$ cat config.mk
export PLATFORM = sky130hd
export DESIGN_NAME = pulse_period_meter
export DESIGN_NICKNAME = d
export VERILOG_FILES = /design/src/rtl/pulse_period_meter.sv
export SDC_FILE = /design/constraint.sdc
export NUM_CORES = 1
export LEC_CHECK = 0
export BUFFER_PORTS_ARGS = -buffer_cell sky130_fd_sc_hd__buf_2
export CAP_MARGIN = 20
export CORE_MARGIN = 2
export CORE_UTILIZATION = 55
export CTS_CLUSTER_SIZE = 10
export DETAILED_ROUTE_END_ITERATION = 10
export HOLD_SLACK_MARGIN = 0.08
export PLACE_DENSITY = 0.83
export SETUP_SLACK_MARGIN = 0.5
export SLEW_MARGIN = 40
export SYNTH_ARGS = -nofsm -noshare
export SYNTH_HDL_FRONTEND = slang
export SYNTH_SLANG_ARGS = --single-unit
$ cat constraint.sdc
create_clock -name clk -period 5.8 [get_ports clk]
set_input_delay 0.87 -clock clk [delete_from_list [all_inputs] [get_ports clk]]
set_output_delay 0.87 -clock clk [all_outputs]
set_load 0.01 [all_outputs]
$ cat src/rtl/pulse_period_meter.sv
// Measures the clk-cycle distance between consecutive rising edges of pulse_in,
// reporting it with a one-cycle valid pulse and flagging overdue edges as timeouts.
module pulse_period_meter #(
   parameter int WIDTH = 28
) (
   input  logic             clk,
   input  logic             reset,
   input  logic             enable,
   input  logic             pulse_in,
   input  logic [WIDTH-1:0] timeout,
   output logic [WIDTH-1:0] period,
   output logic             period_valid,
   output logic             timed_out,
   output logic             busy
);

   typedef enum logic {IDLE, MEASURE} state_t;

   localparam logic [WIDTH-1:0] ALL_ONES = '1;
   localparam logic [WIDTH-1:0] ONE      = WIDTH'(1);

   state_t           state;
   state_t           state_next;
   logic             prev;
   logic             rise;
   logic [WIDTH-1:0] count;
   logic [WIDTH-1:0] count_next;
   logic [WIDTH-1:0] period_next;
   logic             valid_next;
   logic             timed_out_next;

   assign rise = pulse_in & ~prev;

   // prev follows pulse_in even while disabled, so edges inside a disabled window are lost
   always_ff @(posedge clk or negedge reset) begin
      if (!reset) begin
         state        <= IDLE;
         prev         <= 1'b0;
         count        <= '0;
         period       <= '0;
         period_valid <= 1'b0;
         timed_out    <= 1'b0;
      end else begin
         prev         <= pulse_in;
         state        <= state_next;
         count        <= count_next;
         period       <= period_next;
         period_valid <= valid_next;
         timed_out    <= timed_out_next;
      end
   end

   // A closing rise takes priority over the timeout and immediately opens the next interval
   always_comb begin
      state_next     = state;
      count_next     = count;
      period_next    = period;
      valid_next     = 1'b0;
      timed_out_next = 1'b0;
      if (enable) begin
         case (state)
            IDLE: begin
               if (rise) begin
                  state_next = MEASURE;
                  count_next = ONE;
               end
            end
            MEASURE: begin
               if (rise) begin
                  period_next = count;
                  valid_next  = 1'b1;
                  count_next  = ONE;
               end else if ((timeout != '0) && (count >= timeout)) begin
                  timed_out_next = 1'b1;
                  count_next     = '0;
                  state_next     = IDLE;
               end else if (count != ALL_ONES) begin
                  count_next = count + ONE;
               end
            end
            default: begin
               state_next = IDLE;
               count_next = '0;
            end
         endcase
      end
   end

   always_comb begin
      busy = (state == MEASURE);
   end

endmodule

==> metrics.yaml, run 1 <==
grt:
  track_usage_pct: 25.5
  antenna_found_initial: 0
  grt_pass1_vias: 3089
  grt_max_degree: 61
  grt_pass1_wl_mm: 14.6
  overflow: 0
synthesis:
  synth_xor_area_share_pct: 0
  synth_compound_area_share_pct: 14.3
  synthArstFlopShare_pct: 100
  synth_area_per_cell_um2: 9.68
  synth_top_area_cell: "dfrtp_1"
  post-synth-top-count-cell: "dfrtp_1"
  synth_top_family_by_area: "simple AND/OR/NAND/NOR gates"
  ys_top_cells_by_area: "dfrtp_1 (41%), ha_1 (10%), mux2_2 (6.2%)"
  synthMuxAreaShare_pct: 6.48
  synthDistinctLibCells: 48
  synth_cells: 375
  synth_ff_type: "dfrtp_1"
  yosys.area_share.simple_pct: 21.9
  netlist_area_um2: 3630
  yosysSeqAreaShare_pct: 41.4
  yosysWarnings: 0
  synth-edff-count: 0
  synth_fa_ha_area_share_pct: 10.0
  synth_top_area_share_pct: 41.4
  synthTopCellsByCount: "dfrtp_1 (60), nand2_1 (41), inv_1 (39)"
  ys_ff_latch: 60
  synth_fp_nets: 436
power:
  power.density_nw_per_um2: 295
  leakage_uw: 0.00226
  vdd_drop_max_uv: 177
sta:
  hold_ws_ps: 481
  rsz0062_at_grt: "no"
  worst_pin_slew_ps: 626
  fin_skew_ps: 9.61
  fmax_mhz: 303
  min_period_over_period_pct: 56.9
  fin_crit_ps: 3300
  finalSetupTns_ps: 0
  maxSlewViolCount: 0
  relSlewSlack_pct: 58.2
  hold_viol: 0
  setup_viol: 0
critical_path:
  reg2reg_depth: 8
  cp-startpoint: "timeout[18]"
  reg2reg_to: "count[5]"
  crit_path_end_kind: "register"
  cp-endpoint: "count[5]"
  worstSetupPathType: "in2reg"
  worst_ep_required_time_ps: 6020
  critical_path.max_fanout: 18
  worstSetupStartpointType: "primary input"
  cp.arrival_ps: 3520
  r2r_setup_slack_ps: 2620
  rr_startpoint: "count[18]"
detailed_routing:
  top_layer: "met4"
  first_pass_iters: 5
  drc: 0
  ant_nets: 0
  wl_met3_um: 564
  viasPerCell: 6.08
  num_vias: 3180
  drt-initial-drc-count: 281
  avgRoutedWirePerCell_um: 16.6
  met1Wirelength_mm: 3.74
  wl_met2_mm: 4.18
  totalWireLength_mm: 8.69
placed_design:
  globalplace.congestion: 0.859
  io_buffer_count: 62
  dpl-instance-area_um2: 4000
  post-dp-hpwl_mm: 6.19
finish:
  fin_area_um2: 4220
  drive_gt1_share_pct: 27.8
  syn_to_final_growth_pct: 16.2
  nets: 502
  num_antenna_cells: 0
cts:
  clock_latency_ps: 340
  cts_tree: "built"
  cts-root-buf: "clkbuf_8"
  clkSlewWorstSetupHoldPaths_ps: 70
  clock-sinks: 60
  postCtsSetupBuffers: 0
  post_cts_resized: 0
  cts_hold_buf: 0
  cts_buffers: 9
  cts_buffer_depth: 2
  cts_max_level: 3
run_status:
  outcome: "finished clean"
floorplan:
  top_level_ports: 63
  die_h_um: 85.2
  row_count: 29
  dieArea_um2: 7260
  coreArea_um2: 6350
  start_util_pct: 57.1
  die_w_um: 85.2
flow_run:
  drv_cap: 0
hold_path:
  hp-class: "reg2reg"
[sequential cells by signal, indices dropped and copies added (netlist names)]
| name | flops |
|---|---|
| busy | 1 |
| count | 28 |
| period | 28 |
| period_valid | 1 |
| prev | 1 |
| timed_out | 1 |
[how the worst min path moves through the flow]
stage / start / to / cells after the start
3_5_place_dp: period[0] / period[0] / 2
3_3_place_gp: period[2] / period[2] / 2
6_report: period[0] / period[0] / 2
2_1_floorplan: period[0] / period[0] / 2
5_1_grt: period[10] / period[10] / 2
4_1_cts: period[0] / period[0] / 2
[per-stage QoR]
| step | utilization (%) | power [uW] | setup WS [ps] | instances |
|---|---|---|---|---|
| 6_report | 66.4 | 1240 | 2500 | 523 |
| 5_1_grt | 66.4 | 1320 | 2270 | 523 |
| 4_1_cts | 66.3 | 1250 | 2560 | 523 |
| 3_5_place_dp | 62.9 | 832 | 2220 | 507 |
| 3_3_place_gp | 62.7 | 812 | 2040 | 507 |
| 2_1_floorplan | - | 721 | 2810 | 375 |
[metal layers]
layer / up-vias / track usage (%)
met5: - / 0
met4: 0 / 11.1
met3: 21 / 3.50
met2: 120 / 40.7
met1: 1523 / 35.0
li1: 1516 / -
[report_power, final]
| part | switching, uW | total [uW] | internal (uW) |
|---|---|---|---|
| sequential | 68.5 | 549 | 480 |
| combinational | 153 | 278 | 125 |
| clock | 166 | 418 | 252 |
| total | 388 | 1240 | 857 |
[cell type report]
cell class                 instances  area, um2
fill                             510       2130
multi-input combinational        267       1930
sequential                        60       1500
timing repair buffer              64        329
inverter                          39        146
clock buffer                      11        141
tap                               77       96.3
clock inverter                     5       75.1
[logic make-up (layout without fill, tap and decap cells)]
group	count (synthesis)	in the layout
AO/OA/AOI/OAI	68	68
buffers and inverters	48	119
multiplexers	21	21
adder cells (fa/ha/maj)	29	29
flip-flops	60	60
AND/OR/NAND/NOR	149	149
[critical path, cell delays in order]
cell,delay [ps]
buf_2,90
inv_1,40
ha_1,330
nand4_1,100
nor3_1,350
nand2_1,130
o2111ai_1,490
nand2_1,270
a31o_2,410
a221o_2,440
[placed cells by master (no fill, tap or decap), types with 2 or more instances in the layout]
cell type / synthesis / layout
o221ai_1: 4 / 4
nand2_1: 41 / 41
and3_2: 3 / 3
and4_1: 5 / 5
and3_1: 16 / 16
nor4_1: 8 / 8
nand3b_1: 3 / 3
nor2b_1: 2 / 2
bufinv_16: 0 / 2
a221o_1: 10 / 10
a221oi_1: 2 / 2
nor3_1: 6 / 6
o211ai_1: 2 / 2
a221o_2: 8 / 8
nand2b_1: 2 / 2
o21ai_0: 16 / 16
or2_2: 2 / 2
dfrtp_1: 60 / 60
nor2_1: 24 / 24
buf_2: 0 / 62
a21oi_1: 13 / 12
clkbuf_8: 0 / 10
mux2_2: 20 / 20
or3_1: 2 / 2
ha_1: 29 / 29
a31oi_1: 6 / 5
nand3_1: 15 / 15
nand4_1: 10 / 10
inv_1: 39 / 39
clkinv_2: 0 / 3
Note: power is estimated with default switching activity, not from simulation.
==> run 2, diff against run 1 <==
Settings changed: CORE_UTILIZATION 55 to 51, PLACE_DENSITY 0.83 to 0.81.
Clock period 5.8 ns to 2.98 ns, I/O delays scaled along.
==> run 2 against run 1 <==
- the run now ends with max-capacitance violations left
- largest cell class unchanged
- setup slack worse by 2300 ps
- largest power group unchanged
- register-to-register slack got worse by 2400 ps
- sequential power is 97% higher
==> metrics.yaml, run 2 (synthesis results as in run 1) <==
finish:
  largest_registers: "count: 28 flops, period: 28 flops"
  final_cell_mix: "buf_2 (62), dfrtp_1 (43), inv_1 (39), nand2_1 (38), buf_4 (31)"
  syn_to_final_growth_pct: 37.4
  drive_gt1_share_pct: 44.2
  num_antenna_cells: 0
  instances_no_fill: 589
  layout_commonest_cell: "buf_2"
  nets: 549
hold_path:
  hp-class: "in2async"
floorplan:
  row_count: 30
  die_w_um: 88.4
  die_h_um: 88.4
  top_level_ports: 63
  start_util_pct: 53.1
  coreArea_um2: 6830
  dieArea_um2: 7810
power:
  finalPower_uw: 2660
  power.density_nw_per_um2: 533
  leakage_uw: 0.00252
  vdd_drop_max_uv: 366
critical_path:
  path_cells: "buf_6 -> and3_1 -> and4_2 -> nand3_1 -> nor4_1 -> nand2_1 -> and3_1 -> a221o_2"
  worstSetupStartpointType: "register"
  cp.arrival_ps: 2970
  critical_path.max_fanout: 5
  worst_ep_required_time_ps: 3210
  crit_top_cell: "and3_1"
  cp_slowest_cell: "nor4_1"
  max_stage_delay_ps: 470
  worstSetupPathType: "reg2reg"
  crit_path_end_kind: "register"
placed_design:
  io_buffer_count: 62
  dp.cells: 535
  post-dp-hpwl_mm: 6.50
  globalplace.congestion: 0.922
grt:
  grt_max_degree: 61
  track_usage_pct: 27.7
  grt_pass1_wl_mm: 16.4
  grt_pass1_vias: 3357
  antenna_found_initial: 0
  overflow: 0
sta:
  fin_crit_ps: 2740
  rsz0062_at_grt: "yes"
  worst_pin_slew_ps: 1470
  maxSlewViolCount: 0
  fin_skew_ps: 13.6
  setup_viol: 0
  min_period_over_period_pct: 92.0
  fmax_mhz: 365
  finalSetupTns_ps: 0
  relSlewSlack_pct: 0.628
  hold_viol: 0
detailed_routing:
  drc: 0
  viasPerCell: 6.51
  totalWireLength_mm: 12.3
  num_vias: 3835
  ant_nets: 0
  drt-initial-drc-count: 691
  first_pass_iters: 6
  avgRoutedWirePerCell_um: 20.9
cts:
  cts-root-buf: "clkbuf_8"
  clock_latency_ps: 360
  cts_hold_buf: 0
  cts_max_level: 3
  clkSlewWorstSetupHoldPaths_ps: 80
  clock-sinks: 60
  cts_tree: "built"
  cts_buffer_depth: 2
  cts_buffers: 9
run_status:
  violations: "max-capacitance violations"
  outcome: "finished, violations left"
flow_run:
  drv_cap: 1
==> run 2: cell types whose count changed in the layout (fill, tap and decap cells not counted), moves of 3 or more <==
| cell | previous run | this run |
|---|---|---|
| buf_6 | 1 | 9 |
| and2_4 | 1 | 4 |
| o221ai_1 | 4 | 0 |
| ha_1 | 29 | 20 |
| nand2_1 | 41 | 38 |
| a31o_4 | 0 | 3 |
| a21oi_2 | 0 | 5 |
| dfrtp_1 | 60 | 43 |
| a21oi_1 | 12 | 6 |
| o21ai_0 | 16 | 13 |
| buf_4 | 1 | 31 |
| ha_4 | 0 | 9 |
| o221ai_2 | 0 | 4 |
| dfrtp_2 | 0 | 17 |
==> run 2: path summary, 6_finish.rpt <==
kind / startpoint / endpoint / slack [ps] / cells after the start
setup reg to reg: count[1] / count[27] / 240 / 8
max in group asynchronous: reset / count[26] / 2390 / 2
min in group clk: pulse_in / prev / 240 / 1
setup / recovery: count[1] / count[27] / 240 / 8
hold / removal: reset / period[7] / 160 / 2
hold reg to reg: period[10] / period[10] / 480 / 2
==> run 2: where the power goes <==
| group | total [uW] | switching [uW] | internal [uW] |
|---|---|---|---|
| Clock | 841 | 347 | 493 |
| Combinational | 732 | 393 | 339 |
| Sequential | 1080 | 141 | 944 |
| Total | 2660 | 881 | 1780 |
==> run 2: per-stage QoR <==
stage,utilization [%],area [um2],hold WS (ps),setup WS (ps)
after floorplan,-,3640,151,507
after global placement,59.8,4080,456,160
after detailed placement,59.9,4090,469,107
after CTS,66.6,4550,228,497
after global routing,73.0,4990,219,300
final,73.0,4990,164,240
==> run 2: cell type report <==
class                           count  area (um2)
Timing Repair Buffer              104         672
Clock inverter                      4        72.6
Fill cell                         473        1840
Tap cell                           96         120
Sequential cell                    60        1520
Multi-Input combinational cell    274        2310
Clock buffer                       12         145
Inverter                           39         146
==> run 2: repair_timing <==
item,in CTS,in global routing
gates cloned,4,4
gates resized for setup,34,43
pin swaps,9,22
endpoints found under the setup margin,28,28
setup buffers,9,21
==> run 2: layer usage <==
metal,GRT usage [%],wire length (um)
met1,35.4,4490
met3,3.92,1240
met5,0,0
met4,15.7,772
met2,45.0,5820
==> run 2: worst max-delay path, delay by kind of cell, from the launching register on <==
family / cells / cell delay, ps
AOI/OAI and AO/OA: 1 / 310
and+or+nand+nor: 6 / 1740
DFF: 1 / 420
buffers and inverters: 1 / 140
==> run 3, diff against run 2 <==
Settings changed: CORE_ASPECT_RATIO set to 0.7, CORE_MARGIN 2 to not set.
==> run 3 against run 2 <==
- the flow now finishes without violations
- cell area fell by 3.6%
- final cell count decreased by 1.4%
- register-to-register slack improved by 200 ps
- setup slack better by 200 ps
- sequential cell count is the same
- worst hold slack lost 66 ps
- clock skew down 5.8 ps
- routed wire length fell by 9.0%
- via count decreased by 6.0%
- combinational power is essentially flat
==> metrics.yaml, run 3 (synthesis results as in run 1) <==
run_status:
  outcome: "finished clean"
sta:
  min_period_over_period_pct: 85.1
  setup_viol: 0
  relSlewSlack_pct: 41.6
  fin_crit_ps: 2540
  finalSetupTns_ps: 0
  rsz0062_at_grt: "yes"
  maxSlewViolCount: 0
  setup_slack_ps: 444
  hold_viol: 0
  fin_skew_ps: 7.81
  fmax_mhz: 394
  worst_pin_slew_ps: 866
detailed_routing:
  first_pass_iters: 6
  avgRoutedWirePerCell_um: 19.3
  totalWireLength_mm: 11.2
  num_vias: 3604
  drc: 0
  drt-initial-drc-count: 422
  ant_nets: 0
  viasPerCell: 6.20
flow_run:
  drv_cap: 0
grt:
  overflow: 0
  track_usage_pct: 28.9
  grt_pass1_vias: 3240
  grt_pass1_wl_mm: 15.9
  antenna_found_initial: 0
  grt_max_degree: 27
finish:
  syn_to_final_growth_pct: 32.5
  layout_commonest_cell: "buf_2"
  nFillCells: 483
  num_antenna_cells: 0
  drive_gt1_share_pct: 41.7
  nets: 543
  final_cell_mix: "buf_2 (62), dfrtp_1 (48), nand2_1 (39), inv_1 (38), buf_4 (35)"
  largest_registers: "count: 28 flops, period: 28 flops"
  instances_no_fill: 581
critical_path:
  worst_ep_required_time_ps: 3240
  critical_path.max_fanout: 9
  crit_path_end_kind: "register"
  worstSetupPathType: "reg2reg"
  worstSetupStartpointType: "register"
  cp.arrival_ps: 2790
cts:
  clock_latency_ps: 350
  cts_max_level: 3
  cts-root-buf: "clkbuf_8"
  cts_tree: "built"
  cts_buffer_depth: 2
  cts_hold_buf: 0
  clkSlewWorstSetupHoldPaths_ps: 70
  clock-sinks: 60
  cts_buffers: 9
floorplan:
  die_h_um: 72.6
  start_util_pct: 53.2
  die_w_um: 103
  coreArea_um2: 6820
  dieArea_um2: 7460
  row_count: 25
  top_level_ports: 63
placed_design:
  post-dp-hpwl_mm: 7.16
  dp.cells: 540
  dp_slack_ps: 104
  globalplace.congestion: 0.895
  io_buffer_count: 62
power:
  power.density_nw_per_um2: 547
  vdd_drop_max_uv: 343
  leakage_uw: 0.00251
hold_path:
  hp-class: "in2async"
run 3: path summary, 6_finish.rpt:
kind | slack, ps | to | from | cells after the start
setup / recovery | 440 | count[6] | count[0] | 9
setup reg to reg | 440 | count[6] | count[0] | 9
max in group asynchronous | 2140 | count[12] | reset | 2
hold / removal | 100 | period[3] | reset | 1
min in group clk | 240 | prev | pulse_in | 1
hold reg to reg | 480 | period[13] | period[13] | 2
run 3: layer usage:
| layer | vias up | track usage, % | wire length (um) |
|---|---|---|---|
| met1 | 1722 | 38.8 | 4660 |
| met2 | 223 | 46.6 | 5130 |
| met5 | - | 0 | 0 |
| li1 | 1607 | - | - |
| met4 | 0 | 9.70 | 382 |
| met3 | 52 | 6.61 | 1050 |
run 3: power breakdown:
part	total, uW	internal, uW	switching, uW
sequential	1080	941	135
clock	819	489	329
combinational	735	341	394
total	2630	1770	859
run 3: critical path, stage by stage, from the launching register on:
cell,delay [ps]
dfrtp_2,410
ha_4,160
nand3_4,110
or4_4,550
nor3_1,240
nand3_1,200
nor2_4,260
a31oi_4,130
buf_12,190
o221ai_1,180
run 3: layout make-up:
type	instances	area [um2]	share of cell area [%]
clock inverters	5	75.1	1.56
multi-input cells	271	2180	45.4
inverters	39	146	3.05
flip-flops and latches	60	1520	31.5
repair buffers	101	627	13.0
clock buffers	11	141	2.94
well taps	94	118	2.45
run 3: what timing repair did:
item | 4_1_cts | 5_1_grt
setup endpoints to repair | 27 | 27
setup buffers | 8 | 13
gates cloned | 3 | 1
gates resized for setup | 22 | 35
pin swaps | 9 | 9
run 3: through the flow:
| step | power, uW | hold slack (ps) | util (%) | cell area [um2] |
|---|---|---|---|---|
| after CTS | 2530 | 118 | 66.5 | 4540 |
| after global placement | 1610 | 460 | 60.6 | 4130 |
| after floorplan | 1410 | 151 | - | 3640 |
| after detailed placement | 1650 | 469 | 60.7 | 4140 |
| final | 2630 | 97.9 | 70.5 | 4810 |
| after global routing | 2750 | 124 | 70.5 | 4810 |
